===== config.mk =====
export PLATFORM = sky130hd
export DESIGN_NAME = uart_tx_arbiter
export DESIGN_NICKNAME = d
export VERILOG_FILES = /design/src/rtl/uart_arb_pkg.sv /design/src/rtl/uart_arb_pick.sv /design/src/rtl/uart_tx_arbiter.sv
export SDC_FILE = /design/constraint.sdc
export NUM_CORES = 1
export LEC_CHECK = 0
export BUFFER_PORTS_ARGS = -buffer_cell sky130_fd_sc_hd__buf_2
export CORE_MARGIN = 4
export CORE_UTILIZATION = 46
export DETAILED_ROUTE_END_ITERATION = 8
export PLACE_DENSITY_LB_ADDON = 0.2
export SLEW_MARGIN = 20
export SYNTH_ARGS = -nofsm -noshare
export SYNTH_HDL_FRONTEND = slang
export SYNTH_HIERARCHICAL = 1
export SYNTH_SLANG_ARGS = --single-unit

===== constraint.sdc =====
create_clock -name CLK -period 1.8 [get_ports CLK]
set_clock_uncertainty 0.05 [all_clocks]
set_input_delay 0.18 -clock CLK [delete_from_list [all_inputs] [get_ports CLK]]
set_output_delay 0.18 -clock CLK [all_outputs]
set_load 0.02 [all_outputs]

===== src/rtl/uart_arb_pkg.sv =====
// Shared types and constants for the UART TX arbiter.
package uart_arb_pkg;

    localparam int BYTE_W = 8;
    localparam int WORD_W = 32;

    typedef enum logic [1:0] {
        IDLE = 2'd0,
        SEND = 2'd1,
        BUSY = 2'd2,
        DONE = 2'd3
    } arb_state_t;

endpackage


===== src/rtl/uart_arb_pick.sv =====
// Combinational winner selection for the UART TX arbiter.
// Searches the requesters starting at the one named by ptr. The first valid
// one wins and is returned one-hot. With ptr held at zero this reduces to
// fixed priority, where requester 0 wins.
module uart_arb_pick
    import uart_arb_pkg::*;
#(
    parameter int NREQ  = 2,
    parameter int PTR_W = 1
) (
    input  logic [NREQ-1:0]  valid,
    input  logic [PTR_W-1:0] ptr,
    output logic [NREQ-1:0]  winner
);

    logic [PTR_W-1:0] idx;

    // Rotating search; the lowest offset from ptr that is valid is kept last and wins
    always_comb begin
        winner = '0;
        idx    = '0;
        for (int k = NREQ - 1; k >= 0; k--) begin
            idx = PTR_W'((int'(ptr) + k) % NREQ);
            if (valid[idx]) begin
                winner      = '0;
                winner[idx] = 1'b1;
            end
        end
    end

endmodule


===== src/rtl/uart_tx_arbiter.sv =====
// UART TX arbiter: grants one of NREQ requesters a 32-bit word slot. It then
// feeds the top BYTES_PER_WORD bytes, MSB first, to a byte-wide UART sender.
// Optional feature: define UART_TX_ARB_RR_EN for round-robin tie breaking.
// Without that macro, requester 0 always wins ties and there is no pointer state.
module uart_tx_arbiter
    import uart_arb_pkg::*;
#(
    parameter int BYTES_PER_WORD = 4,
    parameter int NREQ           = 2
) (
    input  logic                         CLK,
    input  logic                         RST_N,
    input  logic [NREQ-1:0]              req_valid,
    input  logic [NREQ-1:0][WORD_W-1:0]  req_data,
    output logic [NREQ-1:0]              req_ack,
    output logic [NREQ-1:0]              grant,
    output logic                         busy,
    output logic [BYTE_W-1:0]            sender_data,
    output logic                         sender_enable,
    input  logic                         sender_ready
);

    localparam int         PTR_W    = (NREQ > 1) ? $clog2(NREQ) : 1;
    localparam logic [1:0] CNT_LAST = 2'(BYTES_PER_WORD - 1);

    arb_state_t        state;
    arb_state_t        state_nxt;
    logic [WORD_W-1:0] shift;
    logic [1:0]        count;
    logic [NREQ-1:0]   pick;
    logic [WORD_W-1:0] pick_data;
    logic [PTR_W-1:0]  ptr;

`ifdef UART_TX_ARB_RR_EN
    // Pointer value after a transaction: the requester following the one just served
    function automatic logic [PTR_W-1:0] ptr_after(input logic [NREQ-1:0] owner);
        ptr_after = '0;
        for (int i = 0; i < NREQ; i++) begin
            if (owner[i]) ptr_after = PTR_W'((i + 1) % NREQ);
        end
    endfunction
`else
    assign ptr = '0;
`endif

    uart_arb_pick #(
        .NREQ  (NREQ),
        .PTR_W (PTR_W)
    ) u_pick (
        .valid  (req_valid),
        .ptr    (ptr),
        .winner (pick)
    );

    // Route the winning requester's word to the shift register load path
    always_comb begin
        pick_data = '0;
        for (int i = 0; i < NREQ; i++) begin
            if (pick[i]) pick_data = req_data[i];
        end
    end

    // Next-state logic: a byte handshake is SEND until the sender goes busy, then BUSY until it is idle again
    always_comb begin
        state_nxt = state;
        case (state)
            IDLE:    if (|req_valid)    state_nxt = SEND;
            SEND:    if (!sender_ready) state_nxt = BUSY;
            BUSY:    if (sender_ready)  state_nxt = (count == CNT_LAST) ? DONE : SEND;
            DONE:                       state_nxt = IDLE;
            default:                    state_nxt = IDLE;
        endcase
    end

    // State, word shift register, byte counter, grant and pointer; the word is captured only at grant
    always_ff @(posedge CLK or negedge RST_N) begin
        if (!RST_N) begin
            state <= IDLE;
            shift <= '0;
            count <= '0;
            grant <= '0;
`ifdef UART_TX_ARB_RR_EN
            ptr   <= '0;
`endif
        end else begin
            state <= state_nxt;
            case (state)
                IDLE: begin
                    if (|req_valid) begin
                        shift <= pick_data;
                        count <= '0;
                        grant <= pick;
                    end
                end
                BUSY: begin
                    if (sender_ready && (count != CNT_LAST)) begin
                        shift <= {shift[WORD_W-BYTE_W-1:0], {BYTE_W{1'b0}}};
                        count <= count + 2'd1;
                    end
                end
                DONE: begin
                    grant <= '0;
`ifdef UART_TX_ARB_RR_EN
                    ptr   <= ptr_after(grant);
`endif
                end
                default: ;
            endcase
        end
    end

    // Outputs decode from state, so reset forces them low without a clock edge
    always_comb begin
        busy          = (state != IDLE);
        sender_enable = (state == SEND);
        sender_data   = (state == SEND) ? shift[WORD_W-1 -: BYTE_W] : '0;
        req_ack       = (state == DONE) ? grant : '0;
    end

endmodule


==> results.cfg, run 1 <==
[route]
avgViaCountPerCell = 5.25
drt_wl_total_mm = 6.45
first_iter_violations = 82
drtPass1Iterations = 4
drc = 0
routedWlPerCell_um = 15.3
ant_nets = 0
dr_total_vias = 2221

[final_layout]
drive_gt1_share_pct = 45.9
area.sequential_um2 = 953
n_antenna_cell = 0
syn_to_final_growth_pct = 34.7
design_area_um2 = 3420
fin_cells = 423
multi_input_area_um2 = 1520
fin_nets = 422
nFillCells = 419

[worst_setup_path]
crit_family = flip-flops
regToRegStartpoint = count[1]
crit_fanout = 6
slowest_stage = dfrtp_1
rrSetupSlack_ps = -110
reg2reg_to = shift[13]
cp_cell_sequence = ha_2, nand2b_4, a211oi_4, buf_4, buf_8, mux2_4
critPathArrivalTime_ps = 2030
path_buf_inv = 2
worstSetupPathType = reg -> reg
worstRegToRegCells = 6
max_stage_delay_ps = 400
critPathCaptureType = register
crit_required_ps = 1920
startpoint_type = register

[floorplanning]
initial_core_util_pct = 48.4
die_x_um = 82.3
die_h_um = 82.3
io_pins = 83
dieArea_um2 = 6770
rows = 26
coreArea_um2 = 5240

[flow_run]
cap_violations = 0

[logic_synthesis]
netlist_area_um2 = 2540
synth_warnings = 6
synth_most_common_cell = dfrtp_1
synth_common_cells = 38 x dfrtp_1, 37 x nand2_1, 32 x nand3b_1, 24 x a31oi_1, 24 x nor3b_1
yosysTopAreaCell = dfrtp_1
synthArstFlopShare_pct = 100
synth_area_leaders = dfrtp_1 37%, mux2_4 11%, nand3b_1 9.5%
ys.flop_type = dfrtp_1
ys_seq_area_share_pct = 37.5
synth_top_area_share_pct = 37.5
syn_area_per_cell_um2 = 9.75
ys_types = 31
synthCells = 260
synth_edf_count = 0
ys_ff_latch = 38

[cts]
cts_buffers = 5
clkLatencyLatePin_ps = 290
ctsRootBufferMaster = clkbuf_8
numClockSinks = 38
path_clk_slew_ps = 80
clk_path_buf_depth = 2
htreeDepth = 2
cts_tree = done

[timing]
finalCritPeriodShare_pct = 106
drv_slew = 0
fin_crit_ps = 1910
rsz0062_at_grt = true
max_freq_mhz = 525
finalSetupViolations = 34
setup_slack_ps = -107
setup_tns_ps = -2040
hold_viol_final = 0

[hold_path]
hold_start = sender_ready
min_to = state[1]
holdPathStages = 2
hold_class = in -> reg

[placed_design]
dpl.cell_count = 401
dp_hpwl_mm = 4.40
globalplace.congestion = 0.771
io_buffers = 82
dpl_cell_area_um2 = 3070

[power]
leakagePower_uw = 0.00162
powerDensity_nw_per_um2 = 1560
ir_drop_mv = 0.583

[status]
status = finished, violations left
violations = setup timing

[global_routing]
gr-total-overflow = 0
grt_max_degree = 66
grt_pass1_vias = 2036
grt_pass1_wl_mm = 9.70
antenna_found_initial = 0
grt_usage_pct = 18.5
state kept, by name, summed over array words and instances, names as in the netlist:
register / cells
state: 2
grant: 2
count: 2
shift: 32
cells by family (layout without fill, tap and decap cells):
family	after synthesis	in the layout	synth area share, %
other cells	1	2	0.148
fa+ha+maj	1	1	0.493
simple gates	111	111	26.5
mux	34	34	17.9
buf+inv	30	122	5.92
flops	38	38	37.5
compound gates	45	45	11.5
stage by stage:
stage | setup WS (ps) | hold WS [ps] | total power, uW | utilization [%]
after floorplan | 39.8 | -166 | 3300 | -
after global placement | 53.3 | 206 | 3840 | 58.6
after detailed placement | -5.04 | 212 | 3900 | 58.6
after CTS | -24.4 | 114 | 4820 | 61.6
after global routing | -167 | 136 | 5630 | 65.2
final | -107 | 125 | 5320 | 65.2
worst reg2reg max path, delay by kind of cell (launching register included):
kind                     cells  cell delay [ps]
AO/OA/AOI/OAI                1              380
adder cells (fa/ha/maj)      1              190
buffers and inverters        2              320
flip-flops                   1              400
multiplexers                 1              310
AND/OR/NAND/NOR              1              150
layout make-up:
cell class | instances | share of cell area (%)
multi-input combinational | 193 | 44.5
clock inverter | 2 | 1.76
clock buffer | 6 | 2.42
timing repair buffer | 111 | 20.5
sequential | 38 | 27.9
inverter | 3 | 0.330
tap | 70 | 2.56
power breakdown:
group	internal (uW)	switching, uW	leakage [uW]
combinational	1660	1220	0.00107
clock	591	313	0.0000714
sequential	1240	294	0.000478
cell usage in the layout (no fill, tap or decap), types with 2 or more instances in the layout:
| cell | count |
|---|---|
| bufinv_16 | 2 |
| nor2_1 | 2 |
| o2bb2ai_1 | 2 |
| buf_4 | 18 |
| o21ai_0 | 4 |
| nand2_1 | 37 |
| and3_1 | 2 |
| a21oi_1 | 9 |
| mux2_4 | 33 |
| a31oi_1 | 24 |
| buf_12 | 3 |
| inv_1 | 3 |
| o21a_1 | 2 |
| clkbuf_8 | 6 |
| dfrtp_2 | 2 |
| and2_1 | 8 |
| buf_6 | 5 |
| conb_1 | 2 |
| nand3b_1 | 32 |
| buf_2 | 82 |
| buf_8 | 2 |
| nor3b_1 | 24 |
| dfrtp_1 | 36 |
routing by layer:
layer | vias to the layer above | share of wire [%] | GRT usage [%]
met3 | 9 | 5.3 | 3.36
li1 | 1101 | - | -
met2 | 64 | 49 | 31.1
met1 | 1047 | 45 | 24.8
met4 | 0 | 1.2 | 3.99
met5 | - | 0 | 0
how the worst max path moves through the flow:
stage / start / endpoint / cells after the start
2_1_floorplan: count[0] / shift[10] / 5
3_3_place_gp: count[0] / shift[0] / 5
3_5_place_dp: count[0] / shift[13] / 5
4_1_cts: count[0] / shift[13] / 5
5_1_grt: count[1] / shift[17] / 6
6_report: count[1] / shift[13] / 6
repair_timing:
action,CTS,global route
pin swaps,0,2
gates cloned,0,1
hold endpoints to repair,38,0
gates resized for setup,3,29
setup buffers,0,12
endpoints found under the setup margin,17,38
hold buffers,1,0
Note: power is estimated with default switching activity, not from simulation.
==> inputs of run 2 (changes only) <==
--- a/config.mk
+++ b/config.mk
@@ -7,7 +7,7 @@
 export LEC_CHECK = 0
 export BUFFER_PORTS_ARGS = -buffer_cell sky130_fd_sc_hd__buf_2
 export CORE_MARGIN = 4
-export CORE_UTILIZATION = 46
+export CORE_UTILIZATION = 55
 export DETAILED_ROUTE_END_ITERATION = 8
 export PLACE_DENSITY_LB_ADDON = 0.2
 export SLEW_MARGIN = 20
==> constraint.sdc (replaced) <==
create_clock -name CLK -period 2.5 [get_ports CLK]
set_clock_uncertainty 0.05 [all_clocks]
set_input_delay 0.25 -clock CLK [delete_from_list [all_inputs] [get_ports CLK]]
set_output_delay 0.25 -clock CLK [all_outputs]
set_load 0.02 [all_outputs]
==> run 2 against run 1 <==
The run now ends clean; clock-buffer cell count did not move; wire length fell by 9.8%; via count shrank 4.5%; combinational power down 44%; cell area fell by 10%; non-clock buffer count fell by 19; clock power shrank 51%; flip-flop and latch count stayed put; global-route usage increased by 1.4 points; final cell count decreased by 8.7%; power decreased by 40%.
==> results.cfg, run 2 (synthesis gave the netlist of run 1 again) <==
[status]
status = finished clean

[worst_setup_path]
regToRegStartpoint = count[0]
crit_family = flip-flops
max_stage_delay_ps = 820
slowest_stage = dfrtp_1
crit_fanout = 22
critPathArrivalTime_ps = 1790
crit_required_ps = 2200
startpoint_type = register
worstSetupStartpoint = state[0]
cp_cell_sequence = and2b_1, and2_1, buf_2
rrSetupSlack_ps = 620
worstSetupPathType = reg -> out
critPathCaptureType = primary output
path_buf_inv = 1

[floorplanning]
coreArea_um2 = 4410
rows = 24
die_h_um = 75.9
initial_core_util_pct = 57.5
dieArea_um2 = 5760
io_pins = 83
die_x_um = 75.9

[route]
drtPass1Iterations = 5
drc = 0
routedWlPerCell_um = 15.1
avgViaCountPerCell = 5.49
ant_nets = 0
drt_wl_total_mm = 5.82
first_iter_violations = 208
dr_total_vias = 2120

[timing]
whs_ps = 4.48
finalSetupViolations = 0
max_freq_mhz = 479
fin_crit_ps = 2090
hold_viol_final = 0
setup_tns_ps = 0
relSlewSlack_pct = 44.8
finalCritPeriodShare_pct = 83.4
drv_slew = 0
worst_pin_slew_ps = 828
rsz0062_at_grt = false

[final_layout]
fin_nets = 403
design_area_um2 = 3070
largest_reg_flops = 32
fin_util_pct = 69.6
final_common_cell = buf_2
drive_gt1_share_pct = 41.6
regMostFlops = shift
layout_common_cells = 82 x buf_2, 38 x dfrtp_1, 37 x nand2_1
n_antenna_cell = 0
syn_to_final_growth_pct = 21.2

[cts]
numClockSinks = 38
ctsRootBufferMaster = clkbuf_8
post_cts_resized = 0
post_cts_buffers = 0
htreeDepth = 2
clk_path_buf_depth = 2
clkLatencyLatePin_ps = 290
path_clk_slew_ps = 80
ctsHoldBuffers = 0
cts_buffers = 5
cts_tree = done

[placed_design]
dpl_cell_area_um2 = 2980
dp_hpwl_mm = 4.23
globalplace.congestion = 0.820
io_buffers = 82

[flow_run]
cap_violations = 0

[power]
powerDensity_nw_per_um2 = 1040
ir_drop_mv = 0.487
p_int_uw = 2000
netSwitchingPower_uw = 1190
p_clk_share_pct = 14.0
pwr-share-seq_pct = 35.4
leakagePower_uw = 0.00144
switching_share_pct = 37.4
p_comb_share_pct = 50.6
power_uw = 3190

[global_routing]
grt_pass1_vias = 2070
grt_usage_pct = 19.9
grt_max_degree = 66
antenna_found_initial = 0
gr-total-overflow = 0
grt_pass1_wl_mm = 9.56

[hold_path]
hold_class = in -> async
## run 2: cell types whose count changed in the layout (fill, tap and decap cells not counted), moves of 5 or more
cell,previous run,this run
buf_4,18,9
mux2_2,0,14
buf_6,5,0
mux2_4,33,19
## run 2: through the flow
step	cells	worst slack, ps
after floorplan	261	667
after CTS	386	404
after global placement	378	666
final	386	414
after detailed placement	378	625
after global routing	386	256
## run 2: final timing paths
| path | endpoint | cells past startpoint |
|---|---|---|
| max | sender_data[3] | 3 |
| min | grant[1] | 1 |
| max in group asynchronous | shift[0] | 1 |
| max reg2reg | shift[0] | 5 |
| min reg2reg | shift[29] | 1 |
| min in group CLK | state[1] | 2 |
## run 2: cell type report
| class | instances | area [um2] |
|---|---|---|
| Multi-Input combinational cell | 193 | 1450 |
| Fill cell | 342 | 1340 |
| Sequential cell | 38 | 951 |
| Timing Repair Buffer | 92 | 498 |
| Clock buffer | 6 | 82.6 |
| Tap cell | 52 | 65.1 |
| Clock inverter | 2 | 12.5 |
| Inverter | 3 | 11.3 |
## run 2: metal layers
layer  vias to the layer above  part of all wire, %  global-route usage (%)
met2                        80                   47                    31.6
li1                       1065                    -                       -
met4                         0                 0.69                    5.87
met3                         4                  6.1                    4.03
met1                       971                   46                    27.3
met5                         -                    0                       0
## run 2: power by group through the flow
stage	clock [uW]	combinational (uW)	sequential, uW
global route	482	1750	1160
CTS	451	1630	1120
floorplan	0	1360	1010
finish	446	1610	1130
global placement	0	1580	1120
detailed placement	0	1630	1130
